==> config.mk <==
export PLATFORM = sky130hd
export DESIGN_NAME = btn_event
export DESIGN_NICKNAME = d
export VERILOG_FILES = /design/src/rtl/btn_pkg.sv /design/src/rtl/btn_event_ch.sv /design/src/rtl/btn_event.sv
export SDC_FILE = /design/constraint.sdc
export NUM_CORES = 1
export LEC_CHECK = 0
export CAP_MARGIN = 20
export CORE_ASPECT_RATIO = 0.8
export CORE_MARGIN = 3
export CORE_UTILIZATION = 30
export DETAILED_ROUTE_END_ITERATION = 16
export SETUP_SLACK_MARGIN = 0.5
export SYNTH_ARGS = -nofsm -noshare
export SYNTH_HDL_FRONTEND = slang
export SYNTH_SLANG_ARGS = --single-unit
==> constraint.sdc <==
create_clock -name clk -period 6.1 [get_ports clk]
set_input_delay 1.22 -clock clk [delete_from_list [all_inputs] [get_ports clk]]
set_output_delay 1.22 -clock clk [all_outputs]
set_load 0.02 [all_outputs]
==> src/rtl/btn_pkg.sv <==
// Shared definitions for the button event slice: channel state encoding and default sizing.
// N_BTN_DEF is shared with the debouncer so both sides agree on channel count.
package btn_pkg;

    typedef enum logic [1:0] {
        StIdle  = 2'd0,
        StPress = 2'd1,
        StHeld  = 2'd2
    } btn_state_e;

    localparam int unsigned N_BTN_DEF        = 5;
    localparam int unsigned LONG_TICKS_DEF   = 1000;
    localparam int unsigned REPEAT_TICKS_DEF = 200;
    localparam int unsigned CNT_W_DEF        = 10;

endpackage

==> src/rtl/btn_event_ch.sv <==
// One button channel: edge detect, press/long/held/repeat FSM and tick counter.
// Auto-repeat is built only when BTN_AUTO_REPEAT_EN is defined.
module btn_event_ch
    import btn_pkg::*;
#(
    parameter int unsigned LONG_TICKS   = LONG_TICKS_DEF,
    parameter int unsigned REPEAT_TICKS = REPEAT_TICKS_DEF,
    parameter int unsigned CNT_W        = CNT_W_DEF
) (
    input  logic clk,
    input  logic rst,
    input  logic tick_i,
    input  logic btn_db_i,
    output logic btn_press_o,
    output logic btn_release_o,
    output logic btn_long_o,
    output logic btn_held_o,
    output logic btn_repeat_o
);

    localparam logic [CNT_W-1:0] LongLast = CNT_W'(LONG_TICKS - 1);

    btn_state_e       state_q;
    logic [CNT_W-1:0] cnt_q;
    logic             prev_q;
    logic             press_q;
    logic             release_q;
    logic             long_q;
    logic             held_q;
    logic             repeat_q;
    logic             rise;
    logic             fall;

    assign rise = btn_db_i & ~prev_q;
    assign fall = ~btn_db_i & prev_q;

    // Edges outrank the tick, so a release on the threshold tick never reaches HELD.
    always_ff @(posedge clk or posedge rst) begin
        if (rst) begin
            state_q   <= StIdle;
            cnt_q     <= '0;
            prev_q    <= 1'b0;
            press_q   <= 1'b0;
            release_q <= 1'b0;
            long_q    <= 1'b0;
            held_q    <= 1'b0;
            repeat_q  <= 1'b0;
        end else begin
            prev_q    <= btn_db_i;
            press_q   <= rise;
            release_q <= fall;
            long_q    <= 1'b0;
            repeat_q  <= 1'b0;
            if (fall) begin
                state_q <= StIdle;
                cnt_q   <= '0;
                held_q  <= 1'b0;
            end else if (rise) begin
                state_q <= StPress;
                cnt_q   <= '0;
            end else if (tick_i) begin
                case (state_q)
                    StPress: begin
                        if (cnt_q == LongLast) begin
                            state_q <= StHeld;
                            cnt_q   <= '0;
                            long_q  <= 1'b1;
                            held_q  <= 1'b1;
                        end else begin
                            cnt_q <= cnt_q + 1'b1;
                        end
                    end
                    StHeld: begin
`ifdef BTN_AUTO_REPEAT_EN
                        if (cnt_q == CNT_W'(REPEAT_TICKS - 1)) begin
                            cnt_q    <= '0;
                            repeat_q <= 1'b1;
                        end else begin
                            cnt_q <= cnt_q + 1'b1;
                        end
`else
                        cnt_q <= '0;
`endif
                    end
                    default: begin
                        cnt_q <= '0;
                    end
                endcase
            end
        end
    end

    assign btn_press_o   = press_q;
    assign btn_release_o = release_q;
    assign btn_long_o    = long_q;
    assign btn_held_o    = held_q;
    assign btn_repeat_o  = repeat_q;

endmodule

==> src/rtl/btn_event.sv <==
// Turns debounced button levels into one-clk press/release/long/repeat events plus a held level.
// Define BTN_AUTO_REPEAT_EN to enable auto-repeat pulses while held.
module btn_event
    import btn_pkg::*;
#(
    parameter int unsigned N_BTN        = N_BTN_DEF,
    parameter int unsigned LONG_TICKS   = LONG_TICKS_DEF,
    parameter int unsigned REPEAT_TICKS = REPEAT_TICKS_DEF,
    parameter int unsigned CNT_W        = CNT_W_DEF
) (
    input  logic             clk,
    input  logic             rst,
    input  logic             tick_i,
    input  logic [N_BTN-1:0] btn_db_i,
    output logic [N_BTN-1:0] btn_press_o,
    output logic [N_BTN-1:0] btn_release_o,
    output logic [N_BTN-1:0] btn_long_o,
    output logic [N_BTN-1:0] btn_held_o,
    output logic [N_BTN-1:0] btn_repeat_o
);

    for (genvar i = 0; i < N_BTN; i++) begin : g_ch
        btn_event_ch #(
            .LONG_TICKS  (LONG_TICKS),
            .REPEAT_TICKS(REPEAT_TICKS),
            .CNT_W       (CNT_W)
        ) u_ch (
            .clk          (clk),
            .rst          (rst),
            .tick_i       (tick_i),
            .btn_db_i     (btn_db_i[i]),
            .btn_press_o  (btn_press_o[i]),
            .btn_release_o(btn_release_o[i]),
            .btn_long_o   (btn_long_o[i]),
            .btn_held_o   (btn_held_o[i]),
            .btn_repeat_o (btn_repeat_o[i])
        );
    end

endmodule

== Word-level counts from Yosys, hierarchy flattened ==
Index checks and enable logic that the tools add are counted.

* Reductions and logical operators: 40
* Bitwise gates (word level): 20
* Add/sub/neg operators: 5
* Order comparisons: 0
* $mul: 0
* Shift operators: 0
* Equal/unequal tests: 15
* Multiplexer cells: 100
* Divide/modulo/power cells: 0

{| class="wikitable"
|+ Operator list
! kind !! count
|-
| $mux 10 || 25
|-
| $add 10x1->10 const B || 5
|-
| $eq 10x10->1 const B || 5
|-
| $mux 1 || 50
|-
| $mux 2 || 25
|-
| $reduce_bool 3->1 || 15
|-
| $reduce_bool 2->1 || 15
|-
| $reduce_and 4->1 || 5
|-
| $reduce_and 3->1 || 5
|-
| $and 1x1->1 || 10
|-
| $eq 2x1->1 const B || 5
|-
| $ne 2x2->1 const B || 5
|-
| $not 1->1 || 10
|}

* Memories: 0
* Latch bits: 0
* Bits in read-only memories: 0
* Register bits: 85
* Input bits: 8
* Memory bits (writable): 0

== Logic depth before layout (Yosys ltp) ==
Gate-level depths: netlist (run 1).

* Depth in word-level cells: 6
* Mapped depth: 7
* Mapped depth without buffers: 6

== Modules after synthesis ==
Synthesis (run 1) repeated with hierarchy kept, for this count alone.

* Cell total of the unflattened synthesis: 450
* Area, all modules: 4322.9 sq um

{| class="wikitable"
|+ Modules (own cells, without submodules)
! module !! cells each !! sequential area each (sq um) !! instances !! area each (sq um)
|-
| btn_event_ch || 90 || 425.4 || 5 || 864.6
|}

== Least setup slack after synthesis (run 1) ==
Ideal clock, no wire load.

* Path kind: input to register
* Start: in btn_db_i[0]
* End: reg g_ch[0].u_ch.cnt_q[2]
* Cell stages on the path: 5
* Data arrival time: 2.604 ns
* Path slack: 3.430 ns
* Buffers on the path: 1
* Path through: ha_1 -> clkbuf_1 -> or4b_1 -> or4b_1 -> nand2_1

* Longest elaborated chain between the ends: 3

{| class="wikitable"
|+ Ends and longest elaborated chain
! element !! RTL line !! RTL
|-
| start: declaration || btn_event.sv:14 || <nowiki>input logic [N_BTN-1:0] btn_db_i,</nowiki>
|-
| $and 1x1->1 / $not 1->1 (equally long branches) || btn_event_ch.sv:34, btn_event_ch.sv:35 ||
|-
| $mux 10 / $and 1x1->1 (equally long branches) || btn_event_ch.sv:58, btn_event_ch.sv:35 ||
|-
| $mux 10 / $reduce_bool 3->1 (equally long branches) || -- ||
|-
| end signal: assignment || btn_event_ch.sv:70 || <nowiki>cnt_q <= cnt_q + 1'b1;</nowiki>
|-
| end: declaration || btn_event_ch.sv:24 || <nowiki>logic [CNT_W-1:0] cnt_q;</nowiki>
|}

Parallel ways exist; a longest one is shown, timed or not.
A chain may end at the register's enable or synchronous reset.

== Worst setup path in the final report (run 1) ==
* Start: in tick_i
* End: reg g_ch[4].u_ch.cnt_q[9]

* Longest elaborated chain between the ends: 1

{| class="wikitable"
|+ Ends and longest elaborated chain
! element !! RTL line !! RTL
|-
| start: declaration || btn_event.sv:13 || <nowiki>input logic tick_i,</nowiki>
|-
| $reduce_bool 3->1 (no source line) || -- ||
|-
| end signal: assignment || btn_event_ch.sv:70 ||
|-
| end: declaration || btn_event_ch.sv:24 ||
|}

Every way passes these cells.

==> impl_metrics.prom, run 1 <==
# TYPE chip_impl_metric gauge
chip_impl_metric{name="critical-path-max-stage-delay",unit="ns"} 1.08
chip_impl_metric{name="gr-usage-all-layers",unit="%"} 10.3
chip_impl_metric{name="drive_gt1_share",unit="%"} 7.71
chip_impl_info{name="mostFrequentLayoutCells",value="85 x sky130_fd_sc_hd__dfrtp_1, 54 x sky130_fd_sc_hd__nor2_1, 32 x sky130_fd_sc_hd__nand2_1, 27 x sky130_fd_sc_hd__clkdlybuf4s50_1, 24 x sky130_fd_sc_hd__xnor2_1"} 1
chip_impl_info{name="unrepaired_setup_endpoints_after_global_routing",value="false"} 1
chip_impl_metric{name="power.static_leakage",unit="nW"} 2.10
chip_impl_info{name="synth_ff_type",value="sky130_fd_sc_hd__dfrtp_1"} 1
chip_impl_metric{name="grt_max_degree",unit=""} 86
chip_impl_metric{name="die_y",unit="um"} 112
chip_impl_metric{name="synthesis.yosys.warnings",unit=""} 0
chip_impl_metric{name="clock_tree.buffer_depth",unit=""} 2
chip_impl_metric{name="die_x",unit="um"} 139
chip_impl_info{name="worst_path_most_repeated_cell",value="sky130_fd_sc_hd__or4_4"} 1
chip_impl_info{name="top_usage_layer",value="met2"} 1
chip_impl_info{name="tritoncts_clock_tree",value="yes"} 1
chip_impl_metric{name="timing.final.setup_violations",unit=""} 0
chip_impl_metric{name="global_route.usage.met1",unit="%"} 13.5
chip_impl_info{name="status",value="finished, final reports clean"} 1
chip_impl_info{name="critPathCaptureType",value="register"} 1
chip_impl_metric{name="postSynth.asyncResetShare",unit="%"} 100
chip_impl_metric{name="maxClockFrequency",unit="GHz"} 0.303
chip_impl_metric{name="io_buffers",unit=""} 27
chip_impl_metric{name="rd_place_congestion",unit=""} 0.799
chip_impl_metric{name="irDropWorstVdd",unit="mV"} 0.121
chip_impl_metric{name="die_area",unit="sq mm"} 0.0155
chip_impl_metric{name="cts_resized",unit=""} 0
chip_impl_metric{name="grt_first_pass_wirelength",unit="mm"} 13.5
chip_impl_info{name="clockRootBuffer",value="sky130_fd_sc_hd__clkbuf_16"} 1
chip_impl_metric{name="gr-usage-met2",unit="%"} 16.6
chip_impl_metric{name="r2r_setup_slack",unit="ns"} 4.07
chip_impl_metric{name="number_of_max_slew_violations_in_the_final_report",unit=""} 0
chip_impl_info{name="synthDominantAreaCellType",value="sky130_fd_sc_hd__dfrtp_1"} 1
chip_impl_info{name="timing.hold.worst.start",value="g_ch[4].u_ch.btn_held_o"} 1
chip_impl_metric{name="avgViaCountPerCell",unit=""} 4.76
chip_impl_metric{name="finish.net_count",unit=""} 446
chip_impl_metric{name="groute.layer.met3.usage",unit="%"} 2.30
chip_impl_metric{name="timing_worst_slew_pin_value",unit="ns"} 0.933
chip_impl_metric{name="initial_core_util",unit="%"} 30.9
chip_impl_info{name="layout_commonest_cell",value="sky130_fd_sc_hd__dfrtp_1"} 1
chip_impl_metric{name="numCtsBuffers",unit=""} 9
chip_impl_metric{name="finish.cell_count_without_fillers",unit=""} 608
chip_impl_metric{name="holdPathStages",unit=""} 1
chip_impl_metric{name="postSynthRegisterBits",unit=""} 85
chip_impl_metric{name="drt_wl_total",unit="mm"} 7.52
chip_impl_metric{name="drt_drc_violations_left",unit=""} 0
chip_impl_metric{name="flow.area_growth_from_synthesis",unit="%"} 15.5
chip_impl_metric{name="netlist.area_leader.share",unit="%"} 50.4
chip_impl_metric{name="dr_total_vias",unit=""} 2893
chip_impl_metric{name="placed_cells",unit=""} 591
chip_impl_metric{name="netlist-cell-type-count",unit=""} 53
chip_impl_metric{name="rows",unit=""} 38
chip_impl_metric{name="clock_tree.htree_level_count",unit=""} 3
chip_impl_metric{name="overall_overflow_remaining_after_global_route",unit=""} 0
chip_impl_metric{name="cap_viol_max_count",unit=""} 0
chip_impl_metric{name="first_global_vias",unit=""} 2923
chip_impl_metric{name="post-route-period-util",unit="%"} 54.1
chip_impl_metric{name="placeableCoreArea",unit="sq mm"} 0.0136
chip_impl_metric{name="post_synth_inst_count",unit=""} 408
chip_impl_info{name="critPathTopFamily",value="simple AND/OR/NAND/NOR gates"} 1
chip_impl_metric{name="path_max_fanout",unit=""} 24
chip_impl_info{name="worstReg2RegEnd",value="g_ch[4].u_ch.cnt_q[9]"} 1
chip_impl_info{name="slowest_stage",value="sky130_fd_sc_hd__clkdlybuf4s50_1"} 1
chip_impl_metric{name="ant_nets",unit=""} 0
chip_impl_metric{name="numClockSinks",unit=""} 85
chip_impl_info{name="r2r-start",value="g_ch[4].u_ch.prev_q"} 1
chip_impl_metric{name="clk_transition_reported_paths",unit="ns"} 0.07
chip_impl_metric{name="ff2ff_path_depth",unit=""} 6
chip_impl_metric{name="io_pins",unit=""} 33
chip_impl_metric{name="power.density",unit="mW/mm^2"} 257
chip_impl_metric{name="critical_path_buf_inv_count",unit=""} 1
chip_impl_metric{name="synthesis.area_per_instance",unit="sq um"} 10.3
chip_impl_metric{name="finalCriticalPeriod",unit="ns"} 3.30
chip_impl_info{name="worst_hold_path_type",value="register to register"} 1
chip_impl_metric{name="required",unit="ns"} 6.34
chip_impl_metric{name="antenna_found_initial",unit=""} 0
chip_impl_metric{name="worst_ep_arrival_time",unit="ns"} 3.54
chip_impl_metric{name="finalClockSkew",unit="ns"} 0.0110
chip_impl_metric{name="drt_first_iter_violations",unit=""} 216
chip_impl_info{name="holdPathEnd",value="g_ch[4].u_ch.btn_held_o"} 1
chip_impl_metric{name="syn_area",unit="sq mm"} 0.00422
chip_impl_metric{name="antenna_cells",unit=""} 0
chip_impl_info{name="worst_setup_path_start_kind",value="input port"} 1
chip_impl_metric{name="clk-insertion-delay-late",unit="ns"} 0.33
chip_impl_metric{name="setup_tns",unit="ns"} 0
chip_impl_info{name="netlist_top_cells_area",value="sky130_fd_sc_hd__dfrtp_1 50%, sky130_fd_sc_hd__xnor2_1 5.0%, sky130_fd_sc_hd__nor2_1 4.8%, sky130_fd_sc_hd__buf_4 4.4%, sky130_fd_sc_hd__ha_1 4.4%"} 1
chip_impl_info{name="critical_path_class",value="input port to register"} 1
chip_impl_metric{name="detail_route.wl_per_cell",unit="um"} 12.4
chip_impl_metric{name="timing.slew.headroom",unit="%"} 37.6
chip_impl_metric{name="timing.final.hold_violations",unit=""} 0
chip_impl_metric{name="ctsHoldBuffers",unit=""} 0
chip_impl_metric{name="hpwlAfterDp",unit="mm"} 5.19
chip_impl_metric{name="cts_setup_buffers",unit=""} 0
chip_impl_metric{name="drtPass1Iterations",unit=""} 4
chip_impl_metric{name="synth_edf_count",unit=""} 0
chip_impl_info{name="worst_path_cell_trace",value="clkdlybuf4s50_1 > nor3_2 > or4_4 > or4_4 > o221ai_2"} 1
chip_impl_metric{name="sequential_area_share_after_synthesis",unit="%"} 50.4
## flip-flops by register name, summed over array words and instances, names as in the netlist
name	count
g_ch.u_ch.cnt_q	50
g_ch.u_ch.state_q	10
g_ch.u_ch.btn_held_o	5
g_ch.u_ch.btn_long_o	5
g_ch.u_ch.btn_press_o	5
g_ch.u_ch.btn_release_o	5
g_ch.u_ch.prev_q	5
## layer usage
layer  routed length (um)  part of all wire, %
met5                    0                    0
met4                  107                  1.4
met3                  231                  3.1
met2                 3440                   46
met1                 3740                   50
## layout make-up
type | instances | area, sq um
inverters | 20 | 76.3
repair buffers | 29 | 305
fillers | 1344 | 8770
flip-flops and latches | 85 | 2130
well taps | 180 | 225
clock buffers | 12 | 256
clock inverters | 4 | 56.3
multi-input cells | 278 | 1830
## worst reg2reg max path, delay by kind of cell, from the launching register on
kind,cells,cell delay (ns)
AND/OR/NAND/NOR,3,1.12
flip-flops,1,0.38
adder cells (fa/ha/maj),1,0.30
AO/OA/AOI/OAI,1,0.07
buffers and inverters,1,0.06
## where the power goes
| part | internal (mW) | switching (mW) |
|---|---|---|
| Clock | 0.342 | 0.213 |
| Sequential | 0.582 | 0.0133 |
| Combinational | 0.0387 | 0.0649 |
## metrics by stage
stage	util (%)	worst slack [ns]	cell area [sq um]	power (mW)	hold slack (ns)
3_5_place_dp	33.2	2.49	4530	0.709	0.480
2_1_floorplan	-	2.69	4230	0.681	0.453
6_report	35.7	2.80	4870	1.25	0.489
3_3_place_gp	33.2	2.54	4530	0.705	0.476
5_1_grt	35.7	2.72	4870	1.31	0.521
4_1_cts	35.5	2.83	4850	1.27	0.494
## worst max-delay path by stage
stage / start / to / slack, ns / cells after the start
6_report: tick_i / g_ch[4].u_ch.cnt_q[9] / 2.80 / 5
5_1_grt: tick_i / g_ch[1].u_ch.cnt_q[4] / 2.72 / 4
4_1_cts: tick_i / g_ch[4].u_ch.cnt_q[9] / 2.83 / 5
3_5_place_dp: tick_i / g_ch[4].u_ch.cnt_q[9] / 2.49 / 5
3_3_place_gp: tick_i / g_ch[4].u_ch.cnt_q[9] / 2.54 / 5
2_1_floorplan: rst / g_ch[0].u_ch.btn_held_o / 2.69 / 1
## synthesized netlist by cell type, drive strengths merged, types with 7 or more instances
library cell,n
nor2,54
buf,26
dfrtp,85
nand4,10
inv,20
xor2,10
nor3,18
xnor2,24
o21ai,7
nand3,11
nand2,32
nor4,8
ha,15
## cell families (layout without fill, tap and decap cells)
group | count (synthesis) | after routing | synth area share [%]
and+or+nand+nor | 178 | 178 | 22.5
buffers and inverters | 49 | 65 | 6.61
adders and majority gates | 15 | 15 | 4.45
other | 1 | 5 | 0.0889
muxes | 2 | 2 | 0.475
DFF | 85 | 85 | 50.4
AOI/OAI and AO/OA | 44 | 44 | 8.42
xor gates and xnor gates | 34 | 34 | 7.06
Power figures use the tool's default switching activity.
==> inputs of run 2 (changes only) <==
- clock period: 6.1 -> 3.4 ns (I/O delays scaled with it)
==> run 2 against run 1 <==
Non-clock buffer count is 1 higher. Global-route usage up 0.33 points. Via count rose by 1.0%. Critical endpoint is now g_ch[0].u_ch.cnt_q[5]. Critical path type unchanged. Largest cell class unchanged. Highest routed layer unchanged.
==> impl_metrics.prom, run 2 (same netlist as run 1, synthesis figures left out) <==
# TYPE chip_impl_metric gauge
chip_impl_metric{name="overall_overflow_remaining_after_global_route",unit=""} 0
chip_impl_metric{name="holdWs",unit="ns"} 0.502
chip_impl_metric{name="antenna_found_initial",unit=""} 0
chip_impl_metric{name="grt_max_degree",unit=""} 46
chip_impl_info{name="critPathCaptureType",value="register"} 1
chip_impl_metric{name="timing.slew.headroom",unit="%"} 51.2
chip_impl_info{name="worstReg2RegEnd",value="g_ch[4].u_ch.cnt_q[9]"} 1
chip_impl_metric{name="drtPass1Iterations",unit=""} 4
chip_impl_info{name="tritoncts_clock_tree",value="yes"} 1
chip_impl_metric{name="clock_tree.buffer_depth",unit=""} 2
chip_impl_info{name="unrepaired_setup_endpoints_after_global_routing",value="false"} 1
chip_impl_info{name="worst_setup_path_start_kind",value="input port"} 1
chip_impl_metric{name="number_of_flip_flops_under_the_largest_register_name",unit=""} 50
chip_impl_metric{name="drt_first_iter_violations",unit=""} 158
chip_impl_metric{name="rows",unit=""} 38
chip_impl_metric{name="critical-path-max-stage-delay",unit="ns"} 0.59
chip_impl_metric{name="drt_wl_total",unit="mm"} 7.61
chip_impl_info{name="worst_path_cell_trace",value="clkdlybuf4s50_1 > inv_1 > ha_1 > or4b_1 > a31oi_1 > nor2_1 > nor2_1"} 1
chip_impl_metric{name="ctsHoldBuffers",unit=""} 0
chip_impl_metric{name="initial_core_util",unit="%"} 30.9
chip_impl_metric{name="critical_path_buf_inv_count",unit=""} 2
chip_impl_metric{name="finish.cell_count_without_fillers",unit=""} 609
chip_impl_metric{name="drive_gt1_share",unit="%"} 8.16
chip_impl_metric{name="first_global_vias",unit=""} 2931
chip_impl_metric{name="cts_setup_buffers",unit=""} 0
chip_impl_metric{name="flow.area_growth_from_synthesis",unit="%"} 15.1
chip_impl_metric{name="setup_tns",unit="ns"} 0
chip_impl_metric{name="finalClockSkew",unit="ns"} 0.00809
chip_impl_info{name="timing.hold.worst.start",value="g_ch[3].u_ch.btn_held_o"} 1
chip_impl_info{name="worst_hold_path_type",value="register to register"} 1
chip_impl_metric{name="ff2ff_path_depth",unit=""} 6
chip_impl_metric{name="numClockSinks",unit=""} 85
chip_impl_metric{name="numCtsBuffers",unit=""} 9
chip_impl_metric{name="placeableCoreArea",unit="sq mm"} 0.0136
chip_impl_metric{name="worst_ep_arrival_time",unit="ns"} 2.72
chip_impl_metric{name="rd_place_congestion",unit=""} 0.794
chip_impl_metric{name="io_pins",unit=""} 33
chip_impl_metric{name="finalCriticalPeriod",unit="ns"} 2.46
chip_impl_info{name="mostFrequentLayoutCells",value="85 x sky130_fd_sc_hd__dfrtp_1, 54 x sky130_fd_sc_hd__nor2_1, 32 x sky130_fd_sc_hd__nand2_1, 27 x sky130_fd_sc_hd__clkdlybuf4s50_1, 24 x sky130_fd_sc_hd__xnor2_1"} 1
chip_impl_metric{name="r2r_setup_slack",unit="ns"} 1.41
chip_impl_metric{name="gr-usage-all-layers",unit="%"} 10.7
chip_impl_info{name="status",value="finished, final reports clean"} 1
chip_impl_metric{name="clk-insertion-delay-late",unit="ns"} 0.34
chip_impl_metric{name="hpwlAfterDp",unit="mm"} 5.36
chip_impl_metric{name="detail_route.wl_per_cell",unit="um"} 12.5
chip_impl_info{name="critical_path_class",value="input port to register"} 1
chip_impl_metric{name="path_max_fanout",unit=""} 8
chip_impl_metric{name="required",unit="ns"} 3.66
chip_impl_info{name="layout_commonest_cell",value="sky130_fd_sc_hd__dfrtp_1"} 1
chip_impl_metric{name="placement.cell_area",unit="sq mm"} 0.00456
chip_impl_metric{name="antenna_cells",unit=""} 0
chip_impl_metric{name="drt_drc_violations_left",unit=""} 0
chip_impl_metric{name="timing.final.setup_violations",unit=""} 0
chip_impl_metric{name="avgViaCountPerCell",unit=""} 4.80
chip_impl_metric{name="timing_worst_slew_pin_value",unit="ns"} 0.731
chip_impl_info{name="critPathTopFamily",value="simple AND/OR/NAND/NOR gates"} 1
chip_impl_metric{name="timing.final.hold_violations",unit=""} 0
chip_impl_info{name="register_ranked_first_by_flip_flop_count",value="g_ch.u_ch.cnt_q"} 1
chip_impl_info{name="slowest_stage",value="sky130_fd_sc_hd__or4b_1"} 1
chip_impl_metric{name="maxClockFrequency",unit="GHz"} 0.407
chip_impl_metric{name="grt_first_pass_wirelength",unit="mm"} 13.9
chip_impl_metric{name="io_buffers",unit=""} 27
chip_impl_metric{name="post-route-period-util",unit="%"} 72.3
chip_impl_metric{name="design_area",unit="sq mm"} 0.00485
chip_impl_metric{name="power.static_leakage",unit="nW"} 2.09
chip_impl_info{name="largestRegisters",value="g_ch.u_ch.cnt_q x50, g_ch.u_ch.state_q x10"} 1
chip_impl_metric{name="die_y",unit="um"} 112
chip_impl_metric{name="finish.net_count",unit=""} 447
chip_impl_metric{name="total_power",unit="mW"} 2.20
chip_impl_metric{name="clk_transition_reported_paths",unit="ns"} 0.06
chip_impl_info{name="worst_path_most_repeated_cell",value="sky130_fd_sc_hd__nor2_1"} 1
chip_impl_metric{name="irDropWorstVdd",unit="mV"} 0.253
chip_impl_info{name="r2r-start",value="g_ch[4].u_ch.prev_q"} 1
chip_impl_metric{name="number_of_max_slew_violations_in_the_final_report",unit=""} 0
chip_impl_info{name="clockRootBuffer",value="sky130_fd_sc_hd__clkbuf_16"} 1
chip_impl_metric{name="die_area",unit="sq mm"} 0.0155
chip_impl_metric{name="cts_resized",unit=""} 0
chip_impl_metric{name="clock_tree.htree_level_count",unit=""} 3
chip_impl_metric{name="dr_total_vias",unit=""} 2922
chip_impl_metric{name="cap_viol_max_count",unit=""} 0
chip_impl_metric{name="placed_cells",unit=""} 593
chip_impl_info{name="holdPathEnd",value="g_ch[3].u_ch.btn_held_o"} 1
chip_impl_metric{name="holdPathStages",unit=""} 1
chip_impl_metric{name="ant_nets",unit=""} 0
chip_impl_metric{name="power.density",unit="mW/mm^2"} 453
chip_impl_metric{name="die_x",unit="um"} 139
chip_impl_metric{name="fillers",unit=""} 1341
==> run 2: routing by layer <==
layer	GRT usage (%)	wire, um
met1	14.2	3720
met2	16.5	3410
met3	2.77	306
met4	4.54	171
met5	0	0
==> run 2: worst reg2reg max path, stage by stage (launching register included) <==
cell	delay (ns)
sky130_fd_sc_hd__dfrtp_1	0.38
sky130_fd_sc_hd__inv_1	0.05
sky130_fd_sc_hd__ha_1	0.30
sky130_fd_sc_hd__nor3_2	0.14
sky130_fd_sc_hd__or4_4	0.53
sky130_fd_sc_hd__or4_4	0.42
sky130_fd_sc_hd__o221ai_2	0.07
==> run 2: layout make-up <==
class                   count  area (sq um)  share of cell area (%)
flip-flops and latches     85          2130                    43.8
well taps                 180           225                    4.64
inverters                  20          76.3                    1.57
multi-input cells         278          1830                    37.7
clock buffers              11           253                    5.21
clock inverters             5          40.0                   0.825
repair buffers             30           305                    6.29
==> run 2: per-stage QoR <==
step / utilization, % / setup WS [ns]
6_report: 35.6 / 0.942
5_1_grt: 35.6 / 0.791
4_1_cts: 35.6 / 0.957
3_5_place_dp: 33.4 / 0.619
3_3_place_gp: 33.4 / 0.635
2_1_floorplan: - / 0.527
==> run 2: worst max path at each step <==
stage                     start                      end  slack, ns  cells past startpoint
floorplan                   rst  g_ch[0].u_ch.btn_held_o       0.53                      1
global placement    btn_db_i[4]    g_ch[4].u_ch.cnt_q[9]       0.64                      7
detailed placement  btn_db_i[0]    g_ch[0].u_ch.cnt_q[7]       0.62                      7
CTS                 btn_db_i[0]    g_ch[0].u_ch.cnt_q[5]       0.96                      7
global route        btn_db_i[4]    g_ch[4].u_ch.cnt_q[9]       0.79                      7
finish              btn_db_i[0]    g_ch[0].u_ch.cnt_q[5]       0.94                      7
==> run 2: power by group <==
group          leakage, nW  switching (mW)  internal, mW
Clock                0.147           0.403         0.543
Sequential            1.14          0.0229          1.04
Combinational        0.807           0.118        0.0696
Total                 2.09           0.543          1.66
